<file path="src/rtl/rv_alu_pkg.sv">
// Shared ALU op codes, RV32I opcodes and skid-buffer states
// for the rv_alu_ctrl decode slice.
package rv_alu_pkg;

  typedef enum logic [3:0] {
    ALU_AND = 4'b0000,
    ALU_OR  = 4'b0001,
    ALU_ADD = 4'b0010,
    ALU_SUB = 4'b0110,
    ALU_SLT = 4'b0111,
    ALU_NOR = 4'b1100
  } alu_op_e;

  localparam logic [6:0] OPC_OP     = 7'b0110011;
  localparam logic [6:0] OPC_OPIMM  = 7'b0010011;
  localparam logic [6:0] OPC_LOAD   = 7'b0000011;
  localparam logic [6:0] OPC_STORE  = 7'b0100011;
  localparam logic [6:0] OPC_BRANCH = 7'b1100011;

  typedef enum logic [1:0] {
    SB_EMPTY = 2'b00,
    SB_ONE   = 2'b01,
    SB_FULL  = 2'b10
  } sb_state_e;

endpackage

</file>
<file path="src/rtl/rv_skid_buf.sv">
// Two-entry skid buffer with registered in_ready; head entry
// drives the output, tail absorbs the one-cycle ready lag.
module rv_skid_buf
  import rv_alu_pkg::*;
#(
  parameter int             W       = 8,
  parameter logic [W-1:0]   RST_VAL = '0
) (
  input  logic         clk,
  input  logic         rst,
  input  logic         in_valid,
  output logic         in_ready,
  input  logic [W-1:0] in_data,
  output logic         out_valid,
  input  logic         out_ready,
  output logic [W-1:0] out_data
);

  sb_state_e  r_state;
  sb_state_e  w_state_nxt;
  logic       r_in_ready;
  logic [W-1:0] r_head;
  logic [W-1:0] r_tail;
  logic       w_acc;
  logic       w_hs;
  logic       w_ld_head;
  logic       w_ld_tail;
  logic       w_pop_tail;

  assign w_acc     = in_valid & r_in_ready;
  assign out_valid = (r_state != SB_EMPTY);
  assign w_hs      = out_valid & out_ready;
  assign in_ready  = r_in_ready;
  assign out_data  = r_head;

  always_comb begin
    w_state_nxt = r_state;
    w_ld_head   = 1'b0;
    w_ld_tail   = 1'b0;
    w_pop_tail  = 1'b0;
    unique case (r_state)
      SB_EMPTY: begin
        if (w_acc) begin
          w_state_nxt = SB_ONE;
          w_ld_head   = 1'b1;
        end
      end
      SB_ONE: begin
        if (w_acc && w_hs) begin
          w_ld_head = 1'b1;
        end else if (w_acc) begin
          w_state_nxt = SB_FULL;
          w_ld_tail   = 1'b1;
        end else if (w_hs) begin
          w_state_nxt = SB_EMPTY;
        end
      end
      SB_FULL: begin
        if (w_hs) begin
          w_state_nxt = SB_ONE;
          w_pop_tail  = 1'b1;
        end
      end
      default: w_state_nxt = SB_EMPTY;
    endcase
  end

  always_ff @(posedge clk) begin
    if (rst) begin
      r_state    <= SB_EMPTY;
      r_in_ready <= 1'b1;
      r_head     <= RST_VAL;
      r_tail     <= RST_VAL;
    end else begin
      r_state    <= w_state_nxt;
      r_in_ready <= (w_state_nxt != SB_FULL);
      if (w_ld_head) begin
        r_head <= in_data;
      end else if (w_pop_tail) begin
        r_head <= r_tail;
      end
      if (w_ld_tail) begin
        r_tail <= in_data;
      end
    end
  end

endmodule

</file>
<file path="src/rtl/rv_alu_ctrl.sv">
// RV32I ALU-control decode feeding a two-entry skid buffer.
// Define RV_ALU_CTRL_ILLEGAL_EN to carry the illegal flag.
module rv_alu_ctrl
  import rv_alu_pkg::*;
#(
  parameter int DW = 32
) (
  input  logic          clk,
  input  logic          rst,
  input  logic          in_valid,
  output logic          in_ready,
  input  logic [6:0]    in_opcode,
  input  logic [2:0]    in_funct3,
  input  logic          in_funct7b5,
  input  logic [DW-1:0] in_rs1,
  input  logic [DW-1:0] in_rs2,
  input  logic [DW-1:0] in_imm,
  output logic          out_valid,
  input  logic          out_ready,
  output logic [DW-1:0] out_in1,
  output logic [DW-1:0] out_in2,
  output logic [3:0]    out_alu_op,
  output logic          out_illegal
);

  alu_op_e       w_op;
  logic          w_sel_imm;
  logic          w_illegal;
  logic [DW-1:0] w_in1;
  logic [DW-1:0] w_in2;

  always_comb begin
    w_op      = ALU_ADD;
    w_sel_imm = 1'b0;
    w_illegal = 1'b0;
    unique case (1'b1)
      (in_opcode == OPC_OP): begin
        unique case ({in_funct7b5, in_funct3})
          4'b0000: w_op = ALU_ADD;
          4'b1000: w_op = ALU_SUB;
          4'b0111: w_op = ALU_AND;
          4'b0110: w_op = ALU_OR;
          4'b0011: w_op = ALU_SLT;
          default: w_illegal = 1'b1;
        endcase
      end
      (in_opcode == OPC_OPIMM): begin
        w_sel_imm = 1'b1;
        unique case (in_funct3)
          3'b000:  w_op = ALU_ADD;
          3'b111:  w_op = ALU_AND;
          3'b110:  w_op = ALU_OR;
          3'b011:  w_op = ALU_SLT;
          default: w_illegal = 1'b1;
        endcase
      end
      (in_opcode == OPC_LOAD),
      (in_opcode == OPC_STORE): begin
        w_sel_imm = 1'b1;
        w_op      = ALU_ADD;
      end
      (in_opcode == OPC_BRANCH): begin
        unique case (in_funct3)
          3'b000, 3'b001: w_op = ALU_SUB;
          3'b110, 3'b111: w_op = ALU_SLT;
          default:        w_illegal = 1'b1;
        endcase
      end
      default: w_illegal = 1'b1;
    endcase
  end

  // Illegal encodings leave w_op at ADD; zero the operands too.
  assign w_in1 = w_illegal ? '0 : in_rs1;
  assign w_in2 = w_illegal ? '0 :
                 (w_sel_imm ? in_imm : in_rs2);

`ifdef RV_ALU_CTRL_ILLEGAL_EN
  localparam int PW = 2*DW + 5;
  localparam logic [PW-1:0] RST_VAL =
    {1'b0, ALU_ADD, {(2*DW){1'b0}}};
  logic [PW-1:0] w_d;
  logic [PW-1:0] w_q;
  assign w_d         = {w_illegal, w_op, w_in1, w_in2};
  assign out_illegal = w_q[PW-1];
`else
  localparam int PW = 2*DW + 4;
  localparam logic [PW-1:0] RST_VAL =
    {ALU_ADD, {(2*DW){1'b0}}};
  logic [PW-1:0] w_d;
  logic [PW-1:0] w_q;
  assign w_d         = {w_op, w_in1, w_in2};
  assign out_illegal = 1'b0;
`endif

  assign out_alu_op = w_q[2*DW +: 4];
  assign out_in1    = w_q[DW +: DW];
  assign out_in2    = w_q[0 +: DW];

  rv_skid_buf #(
    .W       (PW),
    .RST_VAL (RST_VAL)
  ) u_skid (
    .clk       (clk),
    .rst       (rst),
    .in_valid  (in_valid),
    .in_ready  (in_ready),
    .in_data   (w_d),
    .out_valid (out_valid),
    .out_ready (out_ready),
    .out_data  (w_q)
  );

endmodule

</file>
<file path="config.mk">
export PLATFORM = sky130hd
export DESIGN_NAME = rv_alu_ctrl
export DESIGN_NICKNAME = d
export VERILOG_FILES = /design/src/rtl/rv_alu_pkg.sv /design/src/rtl/rv_skid_buf.sv /design/src/rtl/rv_alu_ctrl.sv
export SDC_FILE = /design/constraint.sdc
export NUM_CORES = 1
export LEC_CHECK = 0
export CAP_MARGIN = 5
export CELL_PAD_IN_SITES_DETAIL_PLACEMENT = 1
export CELL_PAD_IN_SITES_GLOBAL_PLACEMENT = 1
export CORE_MARGIN = 1
export CORE_UTILIZATION = 31
export DETAILED_ROUTE_END_ITERATION = 8
export PLACE_DENSITY = 0.74
export SETUP_SLACK_MARGIN = 0.4
export SKIP_CTS_REPAIR_TIMING = 1
export SYNTH_ARGS = -nofsm -noshare
export SYNTH_HDL_FRONTEND = slang
export SYNTH_SLANG_ARGS = --single-unit
</file>
<file path="constraint.sdc">
create_clock -name clk -period 1.6 [get_ports clk]
set_input_delay 0.32 -clock clk [delete_from_list [all_inputs] [get_ports clk]]
set_output_delay 0.32 -clock clk [all_outputs]
set_load 0.01 [all_outputs]
</file>
==> flow_metrics.py, run 1 <==
metrics = {
    "clock_tree": {
        "clk_pin_slew_ps": 60,
        "h-tree-depth": 4,
        "cts.path.max_buffers": 2,
        "clkLatencyLatePin_ps": 420,
        "cts-buffers-inserted": 17,
        "cts-root-buf": "clkbuf_16",
        "cts_tree": "done",
        "clock-sinks": 137,
    },
    "floorplanning": {
        "design.die.area_um2": 18800,
        "die_w_um": 137.1,
        "initial_core_util": 0.3162,
        "ioPinCount": 182,
        "die_h_um": 137.1,
        "core_area_um2": 17900,
        "rows": 49,
    },
    "synth": {
        "avgSynthCellArea_um2": 10.29,
        "synth_top_cell_by_area": "dfxtp_1",
        "synth_top_flop_cell": "dfxtp_1",
        "ys_ff_latch": 137,
        "yosysUniqueCellTypes": 46,
        "synth_top_cell_area_share": 0.4845,
        "yosysSeqAreaShare": 0.4845,
        "synth.area.top_cells": "dfxtp_1, a22oi_2, mux2i_1",
        "async_flop_share": 0,
        "synth_edf_count": 0,
        "synthesis.instances": 550,
        "netlist_area_um2": 5660,
        "yosysWarnings": 0,
    },
    "sta": {
        "fin_tns_setup_ps": -2717,
        "worst_slack_ps": -149.2,
        "slew_viol_final": 0,
        "rsz0062_at_grt": "true",
        "fin_crit_sh": 1.093,
        "min_period_ps": 1749,
        "hold_violations": 0,
        "finalSetupViolCount": 59,
        "timing.fmax_ghz": 0.5717,
        "skew_ps": 9.443,
    },
    "layout": {
        "finalInstanceArea_um2": 10210,
        "nets": 931,
        "drive_gt1_frac": 0.5330,
        "post-route-util": 0.5704,
        "antenna_cells": 0,
        "stdcell_count": 1062,
        "area_delta_synth_final_pct": 80.39,
    },
    "pwr": {
        "ir_worst_vdd_uv": 604.1,
        "p_leak_nw": 4.400,
        "power.density_nw_per_um2": 903.6,
    },
    "detailed_routing": {
        "firstDrtPassIters": 4,
        "totalWireLength_mm": 24.50,
        "vias": 5725,
        "drtIter0Drc": 223,
        "viasPerCell": 5.391,
        "drc_errors": 0,
        "ant_nets": 0,
        "wl_per_cell_um": 23.06,
    },
    "worst_setup_path": {
        "worstSetupEndpointType": "flip-flop",
        "cp_max_fo": 16,
        "path_class": "reg -> reg",
        "cp.arrival_ps": 2060,
        "required_ps": 1910,
        "startpoint_type": "flip-flop",
    },
    "grt": {
        "grt_pass1_vias": 5783,
        "grt_max_degree": 33,
        "grt_pass1_wl_mm": 29.23,
        "gr-total-overflow": 0,
        "antenna_found_initial": 0,
        "groute.usage.overall": 0.2024,
    },
    "placement": {
        "placed_cells": 982,
        "port_buffers": 179,
        "pre_cts_ws_ps": -615.5,
        "placed_area_um2": 8258,
        "place_congestion": 0.7877,
        "dp_hpwl_mm": 13.16,
    },
    "run_status": {
        "violations": "negative setup slack",
        "outcome": "finished with violations",
    },
    "min_path": {
        "hold_path.class": "in -> reg",
    },
    "flow_run": {
        "cap_violations": 0,
    },
}
worst paths after layout:
check / start / end / slack [ps] / depth (start not counted)
worst min register to register: u_skid.r_tail[25] / u_skid.r_tail[25] / 460 / 2
worst max register to register: u_skid.r_state[1] / u_skid.out_data[32] / -150 / 6
worst max-delay path: u_skid.r_state[1] / u_skid.out_data[32] / -150 / 6
worst min-delay path: out_ready / u_skid.r_state[1] / 250 / 3
layout make-up:
cell class / instances / area (um^2)
Multi-Input combinational cell: 366 / 3166
Clock inverter: 14 / 141.4
Fill cell: 1787 / 7691
Tap cell: 229 / 286.5
Sequential cell: 137 / 2830
Inverter: 2 / 7.507
Clock buffer: 18 / 429.2
Timing Repair Buffer: 296 / 3351
critical path, cell delays in order, from the launching register on:
cell       delay (ps)
dfxtp_2           330
nand3b_1          220
nor2_2            200
and4_4            340
clkbuf_16         230
a22oi_1            80
a211oi_1          250
metrics by stage:
stage | hold slack, ps | power (mW)
after floorplan | 400.8 | 4.149
after global placement | 431.6 | 4.874
after detailed placement | 441.5 | 4.921
after CTS | 256.0 | 8.733
after global routing | 276.7 | 9.502
final | 249.9 | 9.226
cells by family (layout without fill, tap and decap cells):
logic type | Yosys count | count (layout) | share of synthesized area
other cells | 1 | 2 | 0.0006625
mux | 34 | 34 | 0.06012
simple gates | 145 | 149 | 0.1123
flops | 137 | 137 | 0.4845
buf+inv | 52 | 330 | 0.04819
compound gates | 179 | 179 | 0.2911
xor+xnor | 2 | 2 | 0.003095
layer usage:
layer / GRT usage / share of wire / vias to the layer above
li1: - / - / 2586
met1: 0.2370 / 0.40 / 2863
met2: 0.3617 / 0.53 / 232
met3: 0.04593 / 0.048 / 44
met4: 0.06593 / 0.024 / 0
met5: 0 / 0 / -
sequential cells by signal (all words and copies together), names as in the netlist:
signal           flops
u_skid.out_data     67
u_skid.in_ready      1
u_skid.r_state       2
u_skid.r_tail       67
Yosys cell counts, types with 2 or more instances:
cell type and n:
a211o_1 3, a211oi_1 11, a211oi_2 24, a21oi_1 5, a221o_1 32, a22o_1 32
a22oi_1 3, a22oi_2 30, buf_1 2, buf_2 20, buf_4 8, buf_6 3
clkbuf_1 17, dfxtp_1 137, inv_1 2, mux2i_1 34, nand2_1 41, nand2b_1 3
nand3_1 6, nor2_1 77, nor2b_1 2, nor3_1 2, o21ai_1 32, xor2_1 2
cell usage in the layout (no fill, tap or decap), types with 3 or more instances in the layout:
cell type / count
clkdlybuf4s50_1: 96
nor2_2: 5
a211oi_2: 31
a22oi_2: 32
a21oi_1: 3
dfxtp_1: 69
nor2_4: 5
buf_6: 88
nand2b_4: 3
a211oi_1: 4
clkbuf_16: 35
clkinv_4: 4
a211o_1: 3
buf_8: 3
nor2_1: 68
buf_12: 16
dfxtp_2: 67
clkinvlp_4: 4
a22o_1: 32
nand2_4: 20
dlymetal6s2s_1: 8
nand2_1: 12
nand2_2: 10
or3_4: 4
nand3_1: 5
clkbuf_2: 7
mux2i_1: 33
buf_4: 59
a221o_1: 32
o21ai_2: 25
inv_6: 4
o21ai_1: 8
power breakdown:
part           internal, mW  switching [mW]  total [mW]
Sequential             3.52          0.0754        3.59
Combinational         0.965           0.785        1.75
Clock                  2.18            1.70        3.88
Total                  6.66            2.57        9.23
(Power assumes the default switching activity.)
==> run 2, diff against run 1 <==
Settings changed: CELL_PAD_IN_SITES_DETAIL_PLACEMENT 1 to default, CELL_PAD_IN_SITES_GLOBAL_PLACEMENT 1 to default, CORE_UTILIZATION 31 to 42, PLACE_DENSITY 0.74 to 0.76.
==> flow_metrics.py, run 2 (synthesized netlist as in run 1, its figures left out) <==
metrics = {
    "sta": {
        "hold_violations": 0,
        "finalSetupViolCount": 23,
        "fin_tns_setup_ps": -300.4,
        "slew_viol_final": 0,
        "min_period_ps": 1645,
        "fin_crit_sh": 1.028,
        "rsz0062_at_grt": "true",
        "skew_ps": 9.451,
        "timing.fmax_ghz": 0.6079,
        "worst_slack_ps": -44.95,
    },
    "worst_setup_path": {
        "r2r_cells": 7,
        "cp_slowest_cell": "dfxtp_4",
        "cp_num_buf_inv": 2,
        "cpMostUsedCell": "buf_12",
        "cp.arrival_ps": 1980,
        "cp_max_fo": 12,
        "cp_top_family": "compound AO/OA/AOI/OAI gates",
        "max_stage_delay_ps": 360,
        "crit_chain": "nand3b_1 -> a21oi_2 -> a21o_4 -> buf_12 -> buf_12 -> nor2_1 -> a211oi_2",
        "startpoint_type": "flip-flop",
        "path_class": "reg -> reg",
        "worstSetupEndpointType": "flip-flop",
        "rr_startpoint": "u_skid.r_state[1]",
        "r2r-end": "u_skid.out_data[48]",
        "ff2ff_setup_slack_ps": -40,
        "required_ps": 1930,
    },
    "floorplanning": {
        "core_area_um2": 13190,
        "design.die.area_um2": 13950,
        "ioPinCount": 182,
        "initial_core_util": 0.4291,
        "die_w_um": 118.1,
        "die_h_um": 118.1,
        "rows": 42,
    },
    "grt": {
        "grt_max_degree": 33,
        "antenna_found_initial": 0,
        "groute.usage.overall": 0.2328,
        "grt_pass1_wl_mm": 25.57,
        "gr-total-overflow": 0,
        "grt_pass1_vias": 5262,
    },
    "clock_tree": {
        "cts_tree": "done",
        "cts-root-buf": "clkbuf_16",
        "clk_pin_slew_ps": 60,
        "cts-buffers-inserted": 17,
        "clock-sinks": 137,
        "clkLatencyLatePin_ps": 420,
        "h-tree-depth": 4,
        "cts.path.max_buffers": 2,
    },
    "placement": {
        "placed_cells": 931,
        "port_buffers": 179,
        "pre_cts_ws_ps": -567.1,
        "place_congestion": 0.7864,
        "placed_area_um2": 8232,
        "dp_hpwl_mm": 11.13,
    },
    "detailed_routing": {
        "wl_per_cell_um": 19.18,
        "totalWireLength_mm": 19.22,
        "vias": 5568,
        "drc_errors": 0,
        "ant_nets": 0,
        "viasPerCell": 5.557,
        "firstDrtPassIters": 4,
        "drtIter0Drc": 324,
    },
    "min_path": {
        "min_path_cells": 3,
        "hp-start": "out_ready",
        "hold_path_end": "u_skid.r_state[1]",
        "hold_path.class": "in -> reg",
    },
    "layout": {
        "nets": 924,
        "layout_commonest_cell": "clkdlybuf4s50_1",
        "drive_gt1_frac": 0.4988,
        "area_delta_synth_final_pct": 73.30,
        "stdcell_count": 1002,
        "finalInstanceArea_um2": 9809,
        "layout_common_cells": "clkdlybuf4s50_1, buf_6, dfxtp_1, buf_4, nor2_1",
        "antenna_cells": 0,
    },
    "pwr": {
        "power.density_nw_per_um2": 917.3,
        "power.total_mw": 8.998,
        "ir_worst_vdd_uv": 850.6,
        "p_leak_nw": 4.205,
    },
    "run_status": {
        "outcome": "finished with violations",
        "violations": "negative setup slack",
    },
    "flow_run": {
        "cap_violations": 0,
    },
}
==> run 2: where the power goes <==
part           switching, mW  internal (mW)  total (mW)
sequential            0.0695           3.52        3.59
combinational          0.695          0.880        1.58
clock                   1.47           2.37        3.84
==> run 2: metal layers <==
layer  up-vias  routed length, um  global-route usage
met3        52               1357             0.06686
li1       2565                  -                   -
met2       251               9743              0.3923
met5         -                  0                   0
met4         0                597              0.1066
met1      2700               7525              0.2723
==> run 2: through the flow <==
stage | utilization | hold WS, ps
finish | 0.7437 | 252.8
global placement | 0.6241 | 431.5
CTS | 0.6683 | 258.3
detailed placement | 0.6241 | 437.9
floorplan | - | 400.8
global route | 0.7437 | 274.8
==> run 2: how the worst max path moves through the flow <==
| stage | from | slack [ps] | endpoint | depth (start not counted) |
|---|---|---|---|---|
| final | u_skid.r_state[1] | -40 | u_skid.out_data[48] | 7 |
| after global routing | u_skid.r_state[1] | -110 | u_skid.out_data[48] | 7 |
| after CTS | u_skid.r_state[1] | -270 | out_valid | 2 |
| after detailed placement | in_opcode[2] | -570 | u_skid.r_tail[16] | 6 |
| after global placement | in_opcode[3] | -500 | u_skid.r_tail[8] | 6 |
| after floorplan | in_funct3[2] | -20 | u_skid.out_data[35] | 8 |
==> run 2: layout make-up <==
class                           count  area (um^2)
Fill cell                         863         3381
Timing Repair Buffer              291         3161
Multi-Input combinational cell    364         3004
Sequential cell                   137         2834
Clock buffer                       21        460.4
Tap cell                          176        220.2
Clock inverter                     11        122.6
Inverter                            2        7.507
==> run 2: worst min-delay path, stage by stage <==
cell and delay [ps]:
dlymetal6s2s_1 100, buf_4 150, nor3_2 50
